[src/rtl/patgen_pkg.sv]
// Shared definitions for the patgen step sequencer: patgen register map,
// step-entry field layout, FSM encoding and byte-order helpers.
package patgen_pkg;

  localparam logic [3:0] PG_ADDR_NUMPULSES = 4'd7;
  localparam logic [3:0] PG_ADDR_PERIODE   = 4'd8;
  localparam logic [3:0] PG_ADDR_RUNLEN_HI = 4'd10;
  localparam logic [3:0] PG_ADDR_RUNLEN_LO = 4'd11;
  localparam logic [3:0] PG_ADDR_IDELAY_HI = 4'd12;
  localparam logic [3:0] PG_ADDR_IDELAY_LO = 4'd13;
  localparam logic [3:0] PG_ADDR_CLKFAC_HI = 4'd14;
  localparam logic [3:0] PG_ADDR_CLKFAC_LO = 4'd15;

  localparam int F_NUMPULSES = 0;
  localparam int F_PERIODE   = 8;
  localparam int F_RUNLEN    = 16;
  localparam int F_IDELAY    = 32;
  localparam int F_CLKFAC    = 48;

  localparam int PROG_BYTES = 8;
  localparam int RUN_BLANK  = 2;

  typedef enum logic [2:0] {
    ST_IDLE,
    ST_FETCH,
    ST_PROG,
    ST_ARM,
    ST_RUN,
    ST_NEXT
  } state_t;

  function automatic logic [3:0] prog_addr(input logic [2:0] k);
    case (k)
      3'd0:    prog_addr = PG_ADDR_NUMPULSES;
      3'd1:    prog_addr = PG_ADDR_PERIODE;
      3'd2:    prog_addr = PG_ADDR_RUNLEN_HI;
      3'd3:    prog_addr = PG_ADDR_RUNLEN_LO;
      3'd4:    prog_addr = PG_ADDR_IDELAY_HI;
      3'd5:    prog_addr = PG_ADDR_IDELAY_LO;
      3'd6:    prog_addr = PG_ADDR_CLKFAC_HI;
      default: prog_addr = PG_ADDR_CLKFAC_LO;
    endcase
  endfunction

  function automatic logic [7:0] prog_byte(input logic [63:0] e, input logic [2:0] k);
    case (k)
      3'd0:    prog_byte = e[F_NUMPULSES +: 8];
      3'd1:    prog_byte = e[F_PERIODE +: 8];
      3'd2:    prog_byte = e[F_RUNLEN + 8 +: 8];
      3'd3:    prog_byte = e[F_RUNLEN +: 8];
      3'd4:    prog_byte = e[F_IDELAY + 8 +: 8];
      3'd5:    prog_byte = e[F_IDELAY +: 8];
      3'd6:    prog_byte = e[F_CLKFAC + 8 +: 8];
      default: prog_byte = e[F_CLKFAC +: 8];
    endcase
  endfunction

  function automatic int clamp_idx(input int idx, input int depth);
    return (idx > depth - 1) ? depth - 1 : idx;
  endfunction

endpackage

[src/rtl/patgen_step_ram.sv]
// Step table: DEPTH x W, one write port, one read port with registered output.
// Read data only changes on a read enable, so it holds across programming.
module patgen_step_ram #(
  parameter int DEPTH = 16,
  parameter int AW    = $clog2(DEPTH),
  parameter int W     = 64
) (
  input  logic          clk,
  input  logic          we,
  input  logic [AW-1:0] waddr,
  input  logic [W-1:0]  wdata,
  input  logic          re,
  input  logic [AW-1:0] raddr,
  output logic [W-1:0]  rdata
);

  logic [W-1:0] mem [DEPTH];

  always_ff @(posedge clk) begin
    if (we) mem[waddr] <= wdata;
    if (re) rdata <= mem[raddr];
  end

endmodule

[src/rtl/patgen_seq_ctrl.sv]
// Step sequencer for sync_async_patgen: fetches table entries, programs the
// patgen over its byte bus, releases it and waits for done, one pass or looping.
//
// state | meaning
// IDLE  | waiting for start, patgen held in reset
// FETCH | table read issued at step_idx
// PROG  | 8 register writes, one byte per cycle
// ARM   | patgen captures the last write, still in reset
// RUN   | patgen released; done ignored for the first 2 cycles
// NEXT  | advance, wrap or finish
module patgen_seq_ctrl
  import patgen_pkg::*;
#(
  parameter int DEPTH = 16,
  parameter int AW    = $clog2(DEPTH)
) (
  input  logic          clk,
  input  logic          rst,
  input  logic          tbl_we,
  input  logic [AW-1:0] tbl_addr,
  input  logic [63:0]   tbl_wdata,
  input  logic          start,
  input  logic          abort,
  input  logic [AW-1:0] last_idx,
  input  logic          loop,
  input  logic          ext_suspend,
  output logic          pg_write,
  output logic [3:0]    pg_addr,
  output logic [7:0]    pg_din,
  output logic          pg_rst,
  output logic          pg_suspend,
  input  logic          pg_done,
  output logic          busy,
  output logic [AW-1:0] step_idx,
  output logic          step_start,
  output logic          seq_done
);

  state_t        state, state_nx;
  logic [AW-1:0] last_q;
  logic          loop_q;
  logic [2:0]    prog_cnt;
  logic [1:0]    run_cnt;
  logic [63:0]   rd_data;
  logic          more_steps;

  patgen_step_ram #(.DEPTH(DEPTH), .AW(AW), .W(64)) u_ram (
    .clk   (clk),
    .we    (tbl_we),
    .waddr (tbl_addr),
    .wdata (tbl_wdata),
    .re    (state == ST_FETCH),
    .raddr (step_idx),
    .rdata (rd_data)
  );

  assign more_steps = (step_idx < last_q) || loop_q;

  always_ff @(posedge clk or posedge rst) begin
    if (rst) begin
      state    <= ST_IDLE;
      step_idx <= '0;
      last_q   <= '0;
      loop_q   <= 1'b0;
      seq_done <= 1'b0;
      prog_cnt <= 3'd0;
      run_cnt  <= 2'd0;
    end else begin
      state    <= state_nx;
      prog_cnt <= (state == ST_PROG) ? prog_cnt + 3'd1 : 3'd0;
      if (state != ST_RUN) run_cnt <= 2'd0;
      else if (run_cnt != 2'(RUN_BLANK)) run_cnt <= run_cnt + 2'd1;
      if (!abort) begin
        if (state == ST_IDLE && start) begin
          last_q   <= AW'(clamp_idx(int'(last_idx), DEPTH));
          loop_q   <= loop;
          step_idx <= '0;
          seq_done <= 1'b0;
        end
        if (state == ST_NEXT) begin
          if (step_idx < last_q) step_idx <= step_idx + AW'(1);
          else if (loop_q) step_idx <= '0;
          else seq_done <= 1'b1;
        end
      end
    end
  end

  always_comb begin
    state_nx = state;
    case (state)
      ST_IDLE:  if (start) state_nx = ST_FETCH;
      ST_FETCH: state_nx = ST_PROG;
      ST_PROG:  if (prog_cnt == 3'(PROG_BYTES - 1)) state_nx = ST_ARM;
      ST_ARM:   state_nx = ST_RUN;
      ST_RUN:   if (run_cnt == 2'(RUN_BLANK) && pg_done) state_nx = ST_NEXT;
      ST_NEXT:  state_nx = more_steps ? ST_FETCH : ST_IDLE;
      default:  state_nx = ST_IDLE;
    endcase
    if (abort) state_nx = ST_IDLE;
  end

  always_comb begin
    pg_write   = 1'b0;
    pg_addr    = 4'd0;
    pg_din     = 8'd0;
    pg_rst     = 1'b1;
    pg_suspend = 1'b0;
    step_start = 1'b0;
    case (state)
      ST_PROG: begin
        pg_write = 1'b1;
        pg_addr  = prog_addr(prog_cnt);
        pg_din   = prog_byte(rd_data, prog_cnt);
      end
      ST_RUN: begin
        pg_rst     = 1'b0;
        pg_suspend = ext_suspend;
        step_start = (run_cnt == 2'd0);
      end
      default: ;
    endcase
    // abort takes the patgen back into reset in the same cycle
    if (abort) begin
      pg_write = 1'b0;
      pg_rst   = 1'b1;
    end
  end

  assign busy = (state != ST_IDLE);

endmodule

[config.mk]
export PLATFORM = sky130hd
export DESIGN_NAME = patgen_seq_ctrl
export DESIGN_NICKNAME = d
export VERILOG_FILES = /design/src/rtl/patgen_pkg.sv /design/src/rtl/patgen_step_ram.sv /design/src/rtl/patgen_seq_ctrl.sv
export SDC_FILE = /design/constraint.sdc
export NUM_CORES = 1
export LEC_CHECK = 0
export ABC_AREA = 0
export CELL_PAD_IN_SITES_DETAIL_PLACEMENT = 0
export CELL_PAD_IN_SITES_GLOBAL_PLACEMENT = 1
export CORE_MARGIN = 1.5
export CORE_UTILIZATION = 56
export CTS_BUF_LIST = sky130_fd_sc_hd__clkbuf_4 sky130_fd_sc_hd__clkbuf_8
export DETAILED_ROUTE_END_ITERATION = 10
export PLACE_DENSITY_LB_ADDON = 0.1
export SETUP_SLACK_MARGIN = 0.2
export SLEW_MARGIN = 5
export SYNTH_ARGS = -nofsm -noshare
export SYNTH_HDL_FRONTEND = slang
export SYNTH_SLANG_ARGS = --single-unit
[constraint.sdc]
create_clock -name clk -period 9.73 [get_ports clk]
set_input_delay 1.946 -clock clk [delete_from_list [all_inputs] [get_ports clk]]
set_output_delay 1.946 -clock clk [all_outputs]
set_load 0.02 [all_outputs]
==> summary.md <==
| Metric | Value |
|---|---|
| Sequential area share after synthesis | 0.793 |
| Status | finished, final reports clean |
| Post-Synth XOR/XNOR Area | 0.000419 |
| Critical path buffers and inverters | 2 |
| Most frequent cell after synthesis | edfxtp_1 |
| Gate power share | 0.042 |
| Post-CTS Setup Bufs | 0 |
| Register clock-pin slew on the reported worst setup and hold paths | ~0.06 ns |
| HP Start | prog_cnt[0]$_DFF_PP0_ |
| GRT Util Overall | 0.250 |
| Initial drt markers | 1906 |
| Pin count of the biggest net entering global routing | around 150 |
| R2R Path Start | step_idx[1]$_DFFE_PP0N_ |
| P_leak | about 15 nW |
| Synth Area per Inst | between 20 and 25 um2 |
| Slowest CP cell | dfrtp_1 |
| Grt peak-use layer | met2 |
| FF+latch count, synth | approximately 1100 |
| Cells along the critical path | inv_1 -> ha_1 -> nor2_1 -> nand2_1 -> a31oi_1 -> clkdlybuf4s50_1 |
| Worst Hold Depth | 1 |
| Critical R2R Capture | u_ram.rdata[36]$_DFFE_PN_ |
| Area Growth Syn to Fin | 13.5% |
| Fin util | 0.646 |
| R2r setup slk | between 5 and 6 ns |
| Syn Inst Count | 1831 |
| Yosys warns | 0 |
| Ratio of final minimum period to clock period | 0.653 |
| Worst path required time | 7.78 ns |
| WL/cell | 29.5 um |
| Share of the synthesized area in the top cell type | 0.782 |
| Share of cells above drive strength 1 | 0.286 |
| Largest family of logic cells by synthesized area | multiplexers |
| DP HPWL | between 40000 and 50000 um |
| Total grt overflow | 0 |
| Mux cell area share after synthesis | 0.145 |
| Reg2reg path depth | 6 |
| Global routing usage on met1 | 0.358 |
| Max clock buf depth | 3 |
| DRC Markers | 0 |
| Hold Path Class | reg2reg |
| Number of primary I/O pins | between 100 and 150 |
| Worst setup SP type | flip-flop |
| Fmax | 157 MHz |
| CTS resizes | 0 |
| RSZ-0062 raised after global routing | false |
| Drt pass-1 iters | 5 |
| Synth Area in Simple Gates | 0.0146 |
| Netlist cell types | 45 |
| Fin Clk Skew | 0.0364 ns |
| DR vias | between 15000 and 20000 |
| Worst EP arrival | around 4.4 ns |
| Global-route wire length before repair | between 100000 and 150000 um |
| Antenna viol nets, final | 0 |
| Core Rows | 99 |
| Clock power share | 0.394 |
| Max_cap viols | 0 |
| Total power | 9.66 mW |
| Clock Latency Late Sink | around 0.82 ns |
| GP Congestion | ~0.83 |
| CTS root buf | clkbuf_8 |
| Total CTS buffers | roughly 170 |
| CP Capture Type | output port |
| Core area | between 70000 and 80000 um2 |
| Adder-cell area share of the yosys netlist | 0.00359 |
| I/O Buffers | between 100 and 150 |
| Sink Count | 1106 |
| Synth area leader | edfxtp_1 |
| GR met2 Demand/Resource | 0.394 |
| Highest fanout seen on the critical path | 29 |
| Fraction of power spent switching nets | 0.212 |
| Fin nets | roughly 2100 |
| # setup viols final | 0 |
| Final hold violation count | 0 |
| Mapped Area | ~42000 um2 |
| Die X | 276 um |
| Max VDD drop | 0.115 mV |
| Fin Setup TNS | 0 ns |
| Pint | about 7.6 mW |
| Flop pwr share | 0.564 |
| Post-synth ARST share | 0.0163 |
| Antenna violations before repair | 7 |
| Actual slew at the worst max-slew pin | between 1 and 1.5 ns |
| CP peak stage delay | slightly above 1 ns |
| Die Y | about 280 um |
| Die area | 76200 um2 |
| Number of synthesized flops with an enable pin | ~1100 |
| H-tree level count | 4 |
| Total Wirelength | just over 90000 um |
| Synth area leaders | edfxtp_1 (78%), mux4_2 (14%), a22oi_1 (2.5%) |
| Starting density of the core | 0.570 |
| Vias/cell | around 6.3 |
| P_sw | around 2.0 mW |
| Power Dens Cells | 204 nW/um2 |
| Cell family with most CP delay | flip-flops |
| Vias in the first global route | approximately 20000 |
| Synth Area in Compound Gates | 0.0317 |
| Met3 global-route usage | 0.0505 |
| Top_reg_cell synth | edfxtp_1 |
| CTS tree | done |
| Slew HR | 0.248 |
| Crit Path Class | reg2out |
| Fin. max-slew vios | 0 |
| Hold endpoint | prog_cnt[0]$_DFF_PP0_ |
| Filler cells | 4850 |
| Top post-synthesis cells by count | edfxtp_1 (1088), mux4_2 (256), a22oi_1 (141) |
| Minimum clock period | between 6 and 7 ns |
| Hold_buf cts | 0 |
| Mapped Nets | slightly below 2000 |
layout by cell type (no fill, tap or decap), types with 7 or more instances in the layout:
master           instances
dfrtp_1                 16
nor2_4                  13
edfxtp_1              1088
a21oi_1                 13
clkinv_1                30
nor2_1                  16
inv_1                   10
clkinv_2                27
mux4_2                 256
clkbuf_8               178
buf_4                   34
a31oi_1                  7
clkbuf_4                51
ha_1                    12
mux2_2                  19
nand2_1                 78
a22oi_1                141
clkdlybuf4s50_1        101
power by group through the flow:
stage               clock network (mW)  registers, mW  logic [mW]
floorplan                            0           5.52       0.237
global placement                     0           5.54       0.402
detailed placement                   0           5.54       0.410
CTS                               3.88           5.45       0.411
global route                      4.09           5.45       0.441
finish                            3.80           5.45       0.406
stage by stage:
step                      setup WS, ns  instance area [um2]  std cells  hold WS [ns]
after global placement            4.36                44000       2829         0.485
after floorplan                   2.36                41800       1831         0.460
after CTS                         3.41                47400       3134         0.501
final                             3.38                47400       3140         0.495
after detailed placement          4.32                44000       2829         0.492
after global routing              3.11                47400       3137         0.528
cells by family after synthesis:
kind of cell | Yosys count
AOI/OAI and AO/OA | 181
DFF | 1106
buffers and inverters | 109
and+or+nand+nor | 139
xor gates and xnor gates | 2
adders and majority gates | 12
muxes | 282
area by class of cell:
cell class	instances	area [um2]	area share
Sequential cell	1106	33100	0.699
Multi-Input combinational cell	616	8310	0.175
Clock buffer	229	2830	0.0598
Timing Repair Buffer	138	1330	0.0280
Tap cell	959	1200	0.0253
Clock inverter	76	542	0.0114
Inverter	10	37.5	0.000792
Antenna cell	6	15.0	0.000317
routing by layer:
metal / part of all wire / routed length, um / vias to the layer above
li1: - / - / 8265
met4: 0.021 / 1930 / 6
met3: 0.070 / 6530 / 147
met5: 0.0019 / 177 / -
met1: 0.42 / 38600 / 10500
met2: 0.49 / 45500 / 758
state kept, by name, indices dropped and copies added (netlist names):
| register | flops |
|---|---|
| last_q | 4 |
| step_idx | 4 |
| u_ram.rdata | 64 |
| seq_done | 1 |
| run_cnt | 2 |
| state | 3 |
| u_ram.mem | 1024 |
| prog_cnt | 3 |
| loop_q | 1 |
how the worst max path moves through the flow:
stage,cells past startpoint,startpoint,end,slack (ns)
2_1_floorplan,2,tbl_addr[2],u_ram.mem[0][0]$_DFFE_PP_,2.36
4_1_cts,6,prog_cnt[2]$_DFF_PP0_,pg_din[5],3.41
5_1_grt,6,prog_cnt[2]$_DFF_PP0_,pg_din[2],3.11
3_5_place_dp,6,prog_cnt[2]$_DFF_PP0_,pg_din[5],4.32
6_report,6,prog_cnt[2]$_DFF_PP0_,pg_din[5],3.38
3_3_place_gp,3,abort,pg_rst,4.36
Note: power is estimated with default switching activity, not from simulation.
